## src/rtl/fetch_pkg.sv

```systemverilog
// Shared types and constants for the instruction-fetch stage.
package fetch_pkg;

    localparam int unsigned XLEN = 32;

    localparam logic [XLEN-1:0] RESET_PC  = 32'h0000_0000;
    localparam logic [XLEN-1:0] NOP_INSTR = 32'h0000_0000;
    localparam logic [XLEN-1:0] PC_STEP   = 32'd4;

    typedef enum logic [1:0] {
        IDLE = 2'd0,
        WAIT = 2'd1,
        HELD = 2'd2,
        DROP = 2'd3
    } fetch_state_t;

    // Instruction word paired with the address of the following instruction.
    typedef struct packed {
        logic [XLEN-1:0] instr;
        logic [XLEN-1:0] pc_plus_4;
    } fetch_word_t;

    // Sequential fetch address; wraps at 2^32, low bits pass through.
    function automatic logic [XLEN-1:0] next_pc(input logic [XLEN-1:0] pc);
        return XLEN'(pc + PC_STEP);
    endfunction

endpackage

```

## src/rtl/if_id_reg.sv

```systemverilog
// IF/ID pipeline register: bubble beats hold beats load; idle cycles insert a bubble.
module if_id_reg
    import fetch_pkg::*;
(
    input  logic            clk,
    input  logic            reset_n,
    input  logic            flush,
    input  logic            stall,
    input  logic            load,
    input  fetch_word_t     word,
    output logic [XLEN-1:0] instr,
    output logic [XLEN-1:0] pc_plus_4,
    output logic            valid
);

    // Register update with flush > stall > load > bubble priority.
    always_ff @(posedge clk or negedge reset_n) begin
        if (!reset_n) begin
            instr     <= NOP_INSTR;
            pc_plus_4 <= '0;
            valid     <= 1'b0;
        end else if (flush) begin
            instr     <= NOP_INSTR;
            pc_plus_4 <= '0;
            valid     <= 1'b0;
        end else if (stall) begin
            instr     <= instr;
            pc_plus_4 <= pc_plus_4;
            valid     <= valid;
        end else if (load) begin
            instr     <= word.instr;
            pc_plus_4 <= word.pc_plus_4;
            valid     <= 1'b1;
        end else begin
            instr     <= NOP_INSTR;
            pc_plus_4 <= '0;
            valid     <= 1'b0;
        end
    end

endmodule

```

## src/rtl/instr_fetch.sv

```systemverilog
// Instruction-fetch stage: PC, single-outstanding imem read, stall hold buffer, redirects.
module instr_fetch
    import fetch_pkg::*;
(
    input  logic            clk,
    input  logic            reset_n,
    input  logic            stall_id,
    input  logic            flush_id,
    input  logic            id_pc_src,
    input  logic            id_jump,
    input  logic [XLEN-1:0] id_pc_branch,
    input  logic [XLEN-1:0] id_pc_jump,
    output logic            imem_req_valid,
    input  logic            imem_req_ready,
    output logic [XLEN-1:0] imem_addr,
    input  logic            imem_rsp_valid,
    input  logic [XLEN-1:0] imem_rsp_data,
    output logic [XLEN-1:0] if_id_instr,
    output logic [XLEN-1:0] if_id_pc_plus_4,
    output logic            if_id_valid
);

    fetch_state_t    state_q, state_d;
    logic [XLEN-1:0] pc_q, pc_d;
    logic [XLEN-1:0] inflight_pc4_q, inflight_pc4_d;
    fetch_word_t     hold_q, hold_d;
    logic            req_valid_q;

    logic            redirect;
    logic [XLEN-1:0] redirect_target;
    logic            req_fire;
    logic            ifid_load;
    fetch_word_t     ifid_word;

    // Decode-stage redirect; jump wins over branch, ignored while decode is stalled.
    assign redirect        = (id_pc_src | id_jump) & ~stall_id;
    assign redirect_target = id_jump ? id_pc_jump : id_pc_branch;
    assign req_fire        = req_valid_q & imem_req_ready;

    assign imem_req_valid  = req_valid_q;
    assign imem_addr       = pc_q;

    // State and datapath registers.
    always_ff @(posedge clk or negedge reset_n) begin
        if (!reset_n) begin
            state_q        <= IDLE;
            pc_q           <= RESET_PC;
            inflight_pc4_q <= '0;
            hold_q         <= '0;
            req_valid_q    <= 1'b0;
        end else begin
            state_q        <= state_d;
            pc_q           <= pc_d;
            inflight_pc4_q <= inflight_pc4_d;
            hold_q         <= hold_d;
            req_valid_q    <= (state_d == IDLE);
        end
    end

    // Next-state, PC and IF/ID load selection.
    always_comb begin
        state_d        = state_q;
        pc_d           = pc_q;
        inflight_pc4_d = inflight_pc4_q;
        hold_d         = hold_q;
        ifid_load      = 1'b0;
        ifid_word      = '0;

        case (state_q)
            IDLE: begin
                // Responses seen here are protocol errors or pre-reset leftovers.
                if (req_fire) begin
                    pc_d           = next_pc(pc_q);
                    inflight_pc4_d = next_pc(pc_q);
                    state_d        = WAIT;
                end
            end
            WAIT: begin
                if (imem_rsp_valid) begin
                    if (stall_id || flush_id) begin
                        hold_d.instr     = imem_rsp_data;
                        hold_d.pc_plus_4 = inflight_pc4_q;
                        state_d          = HELD;
                    end else begin
                        ifid_load           = 1'b1;
                        ifid_word.instr     = imem_rsp_data;
                        ifid_word.pc_plus_4 = inflight_pc4_q;
                        state_d             = IDLE;
                    end
                end
            end
            HELD: begin
                if (!stall_id && !flush_id) begin
                    ifid_load = 1'b1;
                    ifid_word = hold_q;
                    hold_d    = '0;
                    state_d   = IDLE;
                end
            end
            DROP: begin
                if (imem_rsp_valid) begin
                    state_d = IDLE;
                end
            end
            default: begin
                state_d = IDLE;
            end
        endcase

        // Redirect overrides: a response landing this cycle is the stale one.
        if (redirect) begin
            pc_d      = redirect_target;
            hold_d    = '0;
            ifid_load = 1'b0;
            case (state_q)
                IDLE:    state_d = req_fire ? DROP : IDLE;
                WAIT:    state_d = imem_rsp_valid ? IDLE : DROP;
                HELD:    state_d = IDLE;
                DROP:    state_d = imem_rsp_valid ? IDLE : DROP;
                default: state_d = IDLE;
            endcase
        end
    end

    if_id_reg u_if_id_reg (
        .clk       (clk),
        .reset_n   (reset_n),
        .flush     (flush_id | redirect),
        .stall     (stall_id),
        .load      (ifid_load),
        .word      (ifid_word),
        .instr     (if_id_instr),
        .pc_plus_4 (if_id_pc_plus_4),
        .valid     (if_id_valid)
    );

endmodule

```

## config.mk

```make
export PLATFORM = sky130hd
export DESIGN_NAME = instr_fetch
export DESIGN_NICKNAME = d
export VERILOG_FILES = /design/src/rtl/fetch_pkg.sv /design/src/rtl/if_id_reg.sv /design/src/rtl/instr_fetch.sv
export SDC_FILE = /design/constraint.sdc
export NUM_CORES = 1
export LEC_CHECK = 0
export BUFFER_PORTS_ARGS = -buffer_cell sky130_fd_sc_hd__buf_2
export CAP_MARGIN = 20
export CORE_ASPECT_RATIO = 1.4
export CORE_MARGIN = 3
export CORE_UTILIZATION = 43
export CTS_CLUSTER_DIAMETER = 50
export CTS_CLUSTER_SIZE = 28
export DETAILED_ROUTE_END_ITERATION = 6
export GPL_TIMING_DRIVEN = 0
export HOLD_SLACK_MARGIN = 0.15
export PLACE_DENSITY = 0.76
export SLEW_MARGIN = 5
export SYNTH_ARGS = -nofsm -noshare
export SYNTH_HDL_FRONTEND = slang
export SYNTH_SLANG_ARGS = --single-unit
```

## constraint.sdc

```tcl
create_clock -name clk -period 3.2 [get_ports clk]
set_input_delay 0.16 -clock clk [delete_from_list [all_inputs] [get_ports clk]]
set_output_delay 0.16 -clock clk [all_outputs]
set_load 0.1 [all_outputs]
```

# After elaboration in Yosys (flattened, before gate mapping)
# Index checks and enable logic that the tools add are counted.
# word_totals
word_cells,72
regBits,196
output_inout_bits,98
# op_classes
muxes,37
eq_ne,7
bitwise_logic,5
n_reduce_logical,13
n_addsub,1
# op_table
cell,n
$mux W64,7
$mux W32,10
$pmux W64 S2,2
$add A32 B3 Y32 const B,1
$mux W2,8
$ne A3 B3 Y1 const B,3
$pmux W2 S4,1
$mux W1,7
$pmux W2 S3,1
$eq A2 B2 Y1 const B,2
$logic_not A2 Y1,2
$reduce_and A2 Y1,2
$reduce_and A4 Y1,1
$reduce_bool A2 Y1,2
$reduce_bool A3 Y1,1
$and A1 B1 Y1,2
$eq A2 B1 Y1 const B,1
$logic_not A1 Y1,2
$ne A2 B1 Y1 const B,1
$or A1 B1 Y1,2
$pmux W1 S2,1
$reduce_or A2 Y1,1
$logic_and A1 B1 Y1,1
$logic_or A1 B1 Y1,1
$not A1 Y1,1

# Depth between registers and ports, before layout
# Gate-level depths: netlist (run 1).
# depth
depth_word,8
ltp_mapped,8

# Cells and area by module
# Synthesis (run 1) repeated with hierarchy kept, for this count alone.
# unflattened
cells_unflattened,894
hier_area_um2,9675.5
# by_module_without_submodules
module,cells_per_inst,instances,area_per_inst_um2
instr_fetch,740,1,7204.4
if_id_reg,154,1,2471.1

# Worst setup path after synthesis (run 1)
# No wires, ideal clock.
# synth_timing
kind,reg2reg
from,"register pc_q[7], in the netlist imem_addr[7]"
to,"register pc_q[27], in the netlist imem_addr[27]"
stages_incl_launch_ff,7
t_required_ns,3.118
setup_slack_ns,0.546
synth_period_minus_slack_ns,2.654
arrival_time_ns,2.572
n_path_buf,1
cell_sequence,dfrtp_1 -> buf_2 -> nand4_2 -> nor4_4 -> nand2_2 -> or4_1 -> a31oi_1
# synth_between
elab_chain_cells,4
# synth_rtl
element,line,rtl
start: declaration,instr_fetch.sv:24,"logic [XLEN-1:0] pc_q, pc_d;"
start signal: assignment,instr_fetch.sv:53,pc_q <= pc_d;
$add A32 B3 Y32,fetch_pkg.sv:25,return XLEN'(pc + PC_STEP);
$mux W32,instr_fetch.sv:72,if (req_fire) begin
$mux W32,instr_fetch.sv:69,case (state_q)
$mux W32,instr_fetch.sv:111,if (redirect) begin
# No other way between the ends. The select of a mux whose other input is x is not followed.
# A chain may end at the register's enable or synchronous reset.

# Worst setup path in the final report (run 1)
# layout_timing
from,register state_q[1]
to,register hold_q[16] (netlist bit)
# layout_between
elab_chain_cells,3
# layout_rtl
element,line,rtl
start: declaration,instr_fetch.sv:23,"fetch_state_t state_q, state_d;"
start signal: assignment,instr_fetch.sv:52,state_q <= state_d;
$eq A2 B2 Y1 / $eq A2 B1 Y1 (equally long branches),instr_fetch.sv:69,
"$ne A3 B3 Y1 (no line), or another cell as far along",n/a,
$reduce_and A4 Y1 (no line) / $mux W64 (equally long branches),n/a,
end signal: assignment,instr_fetch.sv:55,hold_q <= hold_d;
end: declaration,instr_fetch.sv:26,"fetch_word_t hold_q, hold_d;"
# Several ways; a longest one is shown, not always the timed one.

==> reports/qor.csv, run 1 <==
stage,metric,value,unit
outcome,outcome,"complete, no violations",
floorplanning,die_w,128,µm
detailed_routing,route.detailed.drc,0,
layout,multi_input_area,3800,µm²
worst_setup_path,cp-start-kind,register,
power,power_density,663,nW/µm²
layout,area_growth,32.4,%
sta,period_minus_slack,2.64,ns
logic_synthesis,syn_nets,990,
detailed_routing,detail_route.vias_per_cell,5.43,
power,power.switching,2.99,mW
floorplanning,ioPinCount,202,
worst_setup_path,crit_arrival,3.00,ns
detailed_routing,ant_nets,0,
power,intPower,4.91,mW
sta,setup_viol,0,
logic_synthesis,synth_area,9000,µm²
worst_setup_path,critPathCaptureType,register,
sta,setup_ws,0.564,ns
sta,final.period_utilization,0.824,
clock_tree,path_clk_slew,0.07,ns
placement,placed_cell_area,10400,µm²
logic_synthesis,syn_area_per_cell,10.2,µm²
grt,grt_pass1_vias,8161,
clock_tree,numCtsBuffers,17,
grt,grt_antenna_before_repair,0,
grt,grt_pass1_wl,42.0,mm
detailed_routing,num_vias,7972,
sta,slew_headroom,0.266,
sta,fin_worst_skew,0.0134,ns
placement,dp_hpwl,18.0,mm
detailed_routing,routed_wl,25.8,mm
power,pwr-share-clk,0.264,
worst_setup_path,crit_start,state_q[1],
logic_synthesis,synth-async-reset-ratio,1.00,
logic_synthesis,ys_warn_count,0,
placement,post-place-ws,0.632,ns
power,ir_drop,0.000392,V
worst_setup_path,crit_required,3.56,ns
worst_setup_path,r2r_cells,7,
worst_setup_path,crit_end,hold_q[16],
sta,worst_slew_pin_slew,1.10,ns
logic_synthesis,ys_seq_area_frac,0.545,
sta,drv_slew,0,
power,combinationalPowerShare,0.292,
logic_synthesis,ys.flop_type,dfrtp_1,
layout,final_cells,1468,
clock_tree,cts_tree,yes,
logic_synthesis,synth.area.top_cells,"dfrtp_1, a22o_1, o21ai_0",
logic_synthesis,synth_top_cell_by_area,dfrtp_1,
sta,rsz0062_at_grt,false,
logic_synthesis,synth.top_cell.area_share,0.545,
sta,fmax,0.379,GHz
clock_tree,cts_resized,0,
power,seqPwrFrac,0.444,
detailed_routing,routedWlPerCell,17.6,µm
layout,nFillCells,1756,
sta,hold_viol,0,
logic_synthesis,synth_most_common_cell,dfrtp_1,
detailed_routing,dr.pass1.iters,5,
worst_setup_path,r2r_slack,0.56,ns
placement,gp_congestion,0.895,
floorplanning,start_util,0.438,
placement,dp_cells,1339,
clock_tree,clockRootBuffer,clkbuf_16,
detailed_routing,drtIter0Drc,459,
power,p_sw_frac,0.379,
worst_setup_path,critPathKind,register to register,
logic_synthesis,synth_cell_types,43,
placement,portBuffers,201,
power,power.leakage,5.40,nW
logic_synthesis,ys_top_cells_by_count,"dfrtp_1, nand2_1, o21ai_0",
layout,fin_nets,1310,
clock_tree,clkSinkCount,196,
clock_tree,cts_max_level,4,
floorplanning,die_y,177,µm
clock_tree,clock_path_buffers,2,
logic_synthesis,synth-edff-count,0,
logic_synthesis,synth_cells,880,
worst_hold_path,holdPathStages,4,
layout,antennaDiodeCount,0,
layout,seqCellArea,4900,µm²
layout,final_cell_area,11900,µm²
worst_setup_path,cp_max_fo,10,
grt,grt.total_usage,0.231,
worst_hold_path,hold_class,input pin to register,
grt,grt_max_degree,119,
flow_run,maxCapViolations,0,
clock_tree,insertion_delay,0.43,ns
sta,fin_setup_tns,0,ns
grt,grt_overflow,0,
floorplanning,core_area,20600,µm²
layout,drive_gt1_frac,0.213,
floorplanning,fp-row-count,62,
logic_synthesis,ys_seq_elements,196,
floorplanning,die_area,22700,µm²
worst_setup_path,rr_startpoint,state_q[1],
worst_setup_path,reg2reg_to,hold_q[16],
layout make-up:
cell class / count / share of cell area
Buffer: 69 / 0.0228
Sequential cell: 196 / 0.411
Clock inverter: 14 / 0.0121
Clock buffer: 17 / 0.0357
Tap cell: 256 / 0.0269
Multi-Input combinational cell: 609 / 0.319
Inverter: 6 / 0.00189
Timing Repair Buffer: 301 / 0.170
worst min-delay path by stage:
stage,slack (ns),startpoint,endpoint
floorplan,-0.14,reset_n,hold_q[0]
global placement,0.39,imem_rsp_data[0],hold_q[32]
detailed placement,0.18,reset_n,u_if_id_reg.instr[8]
CTS,0.17,id_pc_branch[21],imem_addr[21]
global route,0.19,id_pc_branch[21],imem_addr[21]
finish,0.18,id_pc_branch[21],imem_addr[21]
what timing repair did:
item,in CTS,in global routing
endpoints found under the hold margin,175,0
hold buffers,98,0
setup buffers,0,0
per-stage QoR:
stage               power [mW]  hold slack [ns]   util
global placement          5.65            0.393  0.502
detailed placement        5.74            0.184  0.505
global route              8.36            0.194  0.580
CTS                       7.94            0.165  0.580
finish                    7.90            0.183  0.580
floorplan                 5.06           -0.136      -
cell usage in the layout (no fill, tap or decap), types with 7 or more instances in the layout:
master,count
a211oi_1,24
o21ai_0,100
and3_1,9
buf_1,9
nor2b_1,26
nand4_1,15
mux2i_1,8
xnor2_1,27
dfrtp_1,196
nand2_1,127
o21ai_1,7
a21oi_1,24
buf_2,210
dlygate4sd3_1,98
a22o_1,64
xor2_1,26
nand3_1,16
clkbuf_16,17
nor3_1,10
a22oi_1,64
clkbuf_1,50
nor2_1,19
power by group through the flow:
| stage | Sequential (mW) | Combinational (mW) | Clock, mW |
|---|---|---|---|
| global route | 3.59 | 2.53 | 2.23 |
| finish | 3.51 | 2.31 | 2.08 |
| floorplan | 3.95 | 1.11 | 0 |
| detailed placement | 3.54 | 2.19 | 0 |
| CTS | 3.50 | 2.31 | 2.13 |
| global placement | 3.51 | 2.14 | 0 |
worst max-delay path, cell delays in order (launching register included):
cell	delay, ns
dfrtp_1	0.46
inv_1	0.10
ha_1	0.23
inv_1	0.10
nand2_1	0.08
a211oi_2	0.92
clkbuf_1	0.45
a22o_1	0.23
flip-flops by register name (all words and copies together) (netlist names):
signal	cells
hold_q	64
imem_addr	32
imem_req_valid	1
inflight_pc4_q	32
state_q	2
u_if_id_reg.instr	32
u_if_id_reg.pc_plus_4	32
u_if_id_reg.valid	1
layer usage:
layer / global-route usage / vias to the layer above / routed length [µm] / part of all wire
met2: 0.403 / 257 / 13400 / 0.52
li1: - / 3829 / - / -
met3: 0.0429 / 47 / 1410 / 0.055
met1: 0.278 / 3839 / 10200 / 0.40
met4: 0.0951 / 0 / 787 / 0.031
met5: 0 / - / 0 / 0
logic make-up (layout without fill, tap and decap cells):
group                      Yosys count  after routing  share of synthesized area
AOI/OAI and AO/OA                  295            295                      0.218
buffers and inverters               75            407                     0.0327
adders and majority gates            6              6                    0.00834
DFF                                196            196                      0.545
muxes                                8              8                    0.00889
xor gates and xnor gates            53             53                     0.0516
and+or+nand+nor                    247            247                      0.135
No activity file was read; power rests on OpenSTA's default activity.
==> inputs of run 2 (changes only) <==
==> constraint.sdc (replaced) <==
create_clock -name clk -period 2.7 [get_ports clk]
set_input_delay 0.135 -clock clk [delete_from_list [all_inputs] [get_ports clk]]
set_output_delay 0.135 -clock clk [all_outputs]
set_load 0.1 [all_outputs]
==> reports/qor.csv, run 2 (synthesized netlist as in run 1, its figures left out) <==
stage,metric,value,unit,change
outcome,outcome,"complete, no violations",,
detailed_routing,num_vias,7970,,-0.025%
grt,grt_antenna_before_repair,0,,unchanged
worst_setup_path,critPathCaptureType,register,,
flow_run,maxCapViolations,0,,unchanged
clock_tree,path_clk_slew,0.07,ns,about the same
detailed_routing,topRoutingLayerUsed,met4,,
sta,rsz0062_at_grt,false,,
worst_setup_path,crit_required,3.04,ns,-0.52 ns
detailed_routing,dr.pass1.iters,6,,+1
sta,setup_ws,0.281,ns,-0.283 ns
sta,slew_headroom,0.453,,+0.187
layout,final_cell_mix,"buf_2, dfrtp_1, nand2_1",,
layout,nFillCells,1752,,-0.23%
floorplanning,die_y,177,µm,unchanged
clock_tree,cts_setup_buffers,0,,unchanged
detailed_routing,ant_nets,0,,unchanged
detailed_routing,m1WireLength,10.2,mm,-0.62%
layout,drive_gt1_frac,0.213,,+0.000473
layout,fin_nets,1312,,+0.15%
layout,largest_reg_flops,64,,unchanged
sta,period_minus_slack,2.42,ns,-0.217 ns
worst_setup_path,cp_max_fo,10,,unchanged
worst_setup_path,slowest_delay,0.54,ns,-0.38 ns
worst_setup_path,critPathKind,register to register,,
detailed_routing,route.detailed.drc,0,,unchanged
worst_setup_path,crit_slowest_cell,clkbuf_1,,
layout,final_common_cell,buf_2,,
worst_setup_path,rr_startpoint,state_q[1],,
detailed_routing,routed_wl,25.8,mm,about the same
grt,grt_max_degree,119,,unchanged
sta,fmax,0.413,GHz,+9.0%
placement,dp_cells,1339,,unchanged
detailed_routing,routedWlPerCell,17.5,µm,-0.18%
sta,fin_setup_tns,0,ns,unchanged
power,power_density,785,nW/µm²,+19%
detailed_routing,route.met3.wl,1.46,mm,+3.6%
placement,dp_hpwl,18.0,mm,unchanged
power,ir_drop,0.000468,V,+19%
sta,drv_slew,0,,unchanged
worst_setup_path,cpMostUsedCell,clkbuf_1,,
worst_setup_path,cp-start-kind,register,,
clock_tree,cts_max_level,4,,unchanged
detailed_routing,detail_route.vias_per_cell,5.42,,-0.16%
layout,antennaDiodeCount,0,,unchanged
floorplanning,die_w,128,µm,unchanged
grt,grt_overflow,0,,unchanged
clock_tree,numCtsBuffers,17,,unchanged
floorplanning,start_util,0.438,,unchanged
detailed_routing,drtIter0Drc,470,,+2.4%
worst_hold_path,hold_class,input pin to asynchronous set/reset pin,,
grt,grt_pass1_vias,8157,,-0.049%
placement,post-place-ws,0.132,ns,-0.500 ns
layout,regMostFlops,hold_q,,
detailed_routing,wl_met2,13.4,mm,+0.31%
clock_tree,cts_tree,yes,,
sta,setup_viol,0,,unchanged
power,power.leakage,5.41,nW,+0.23%
floorplanning,die_area,22700,µm²,unchanged
placement,portBuffers,201,,unchanged
grt,grt.total_usage,0.231,,unchanged
clock_tree,clock_path_buffers,2,,unchanged
clock_tree,clockRootBuffer,clkbuf_16,,
clock_tree,clkSinkCount,196,,unchanged
placement,gp_congestion,0.895,,unchanged
layout,final_cells,1470,,+0.14%
sta,worst_slew_pin_slew,0.814,ns,-0.284 ns
clock_tree,insertion_delay,0.43,ns,about the same
worst_setup_path,crit_start,state_q[1],,
sta,fin_worst_skew,0.0149,ns,+0.00154 ns
worst_setup_path,crit_arrival,2.76,ns,-0.24 ns
floorplanning,fp-row-count,62,,unchanged
layout,area_growth,32.8,%,
worst_setup_path,crit_chain,"inv_1, ha_1, and3_1, clkbuf_1, clkbuf_1, a22oi_1, o21ai_0",,
worst_setup_path,r2r_cells,7,,unchanged
grt,grt_pass1_wl,42.0,mm,about the same
sta,hold_viol,0,,unchanged
sta,final.period_utilization,0.896,,+0.0722
floorplanning,ioPinCount,202,,unchanged
floorplanning,core_area,20600,µm²,unchanged
-- run 2: changes by cell type in the layout (fill, tap and decap cells not counted), sizes merged --
cell | previous run | this run
clkbuf | 67 | 68
buf | 222 | 221
dlygate4sd3 | 98 | 100
-- run 2: metal layers --
metal  global-route usage  up-vias
met2                0.404      269
met1                0.279     3825
met4               0.0929        0
met5                    0        -
li1                     -     3831
met3               0.0423       45
-- run 2: layout make-up --
class	instances	area, µm²	share of cell area
plain buffers	69	273	0.0228
clock buffers	17	425	0.0356
clock inverters	14	144	0.0120
inverters	6	22.5	0.00188
multi-input cells	609	3810	0.319
flip-flops and latches	196	4900	0.410
well taps	256	320	0.0268
repair buffers	303	2050	0.172
-- run 2: report_power, final --
group	switching (mW)	internal, mW
registers	0.564	3.60
logic	1.82	0.926
clock network	1.18	1.30
-- run 2: metrics by stage --
stage | area [µm²] | hold slack, ns | util | power [mW]
finish | 12000 | 0.268 | 0.581 | 9.39
global route | 12000 | 0.293 | 0.581 | 9.92
CTS | 11900 | 0.247 | 0.581 | 9.42
detailed placement | 10400 | 0.159 | 0.505 | 6.80
global placement | 10300 | 0.368 | 0.502 | 6.70
floorplan | 9000 | -0.161 | - | 5.99
-- run 2: worst paths after layout --
check                                             to  slack [ns]
max in group asynchronous                  hold_q[4]        1.45
min reg2reg                    u_if_id_reg.instr[12]        0.48
min                             u_if_id_reg.instr[6]        0.27
min in group clk                          state_q[0]        0.27
max                        u_if_id_reg.pc_plus_4[25]        0.28
max reg2reg                u_if_id_reg.pc_plus_4[25]        0.28
-- run 2: repair_timing --
item	CTS	global route
gates resized for setup	0	2
setup endpoints to repair	0	72
endpoints found under the hold margin	176	0
hold buffers	100	0
-- run 2: worst max-delay path, delay by kind of cell (launching register included) --
kind / cells / cell delay, ns
compound gates: 2 / 0.38
buf+inv: 3 / 1.08
flops: 1 / 0.46
simple gates: 1 / 0.19
fa+ha+maj: 1 / 0.21
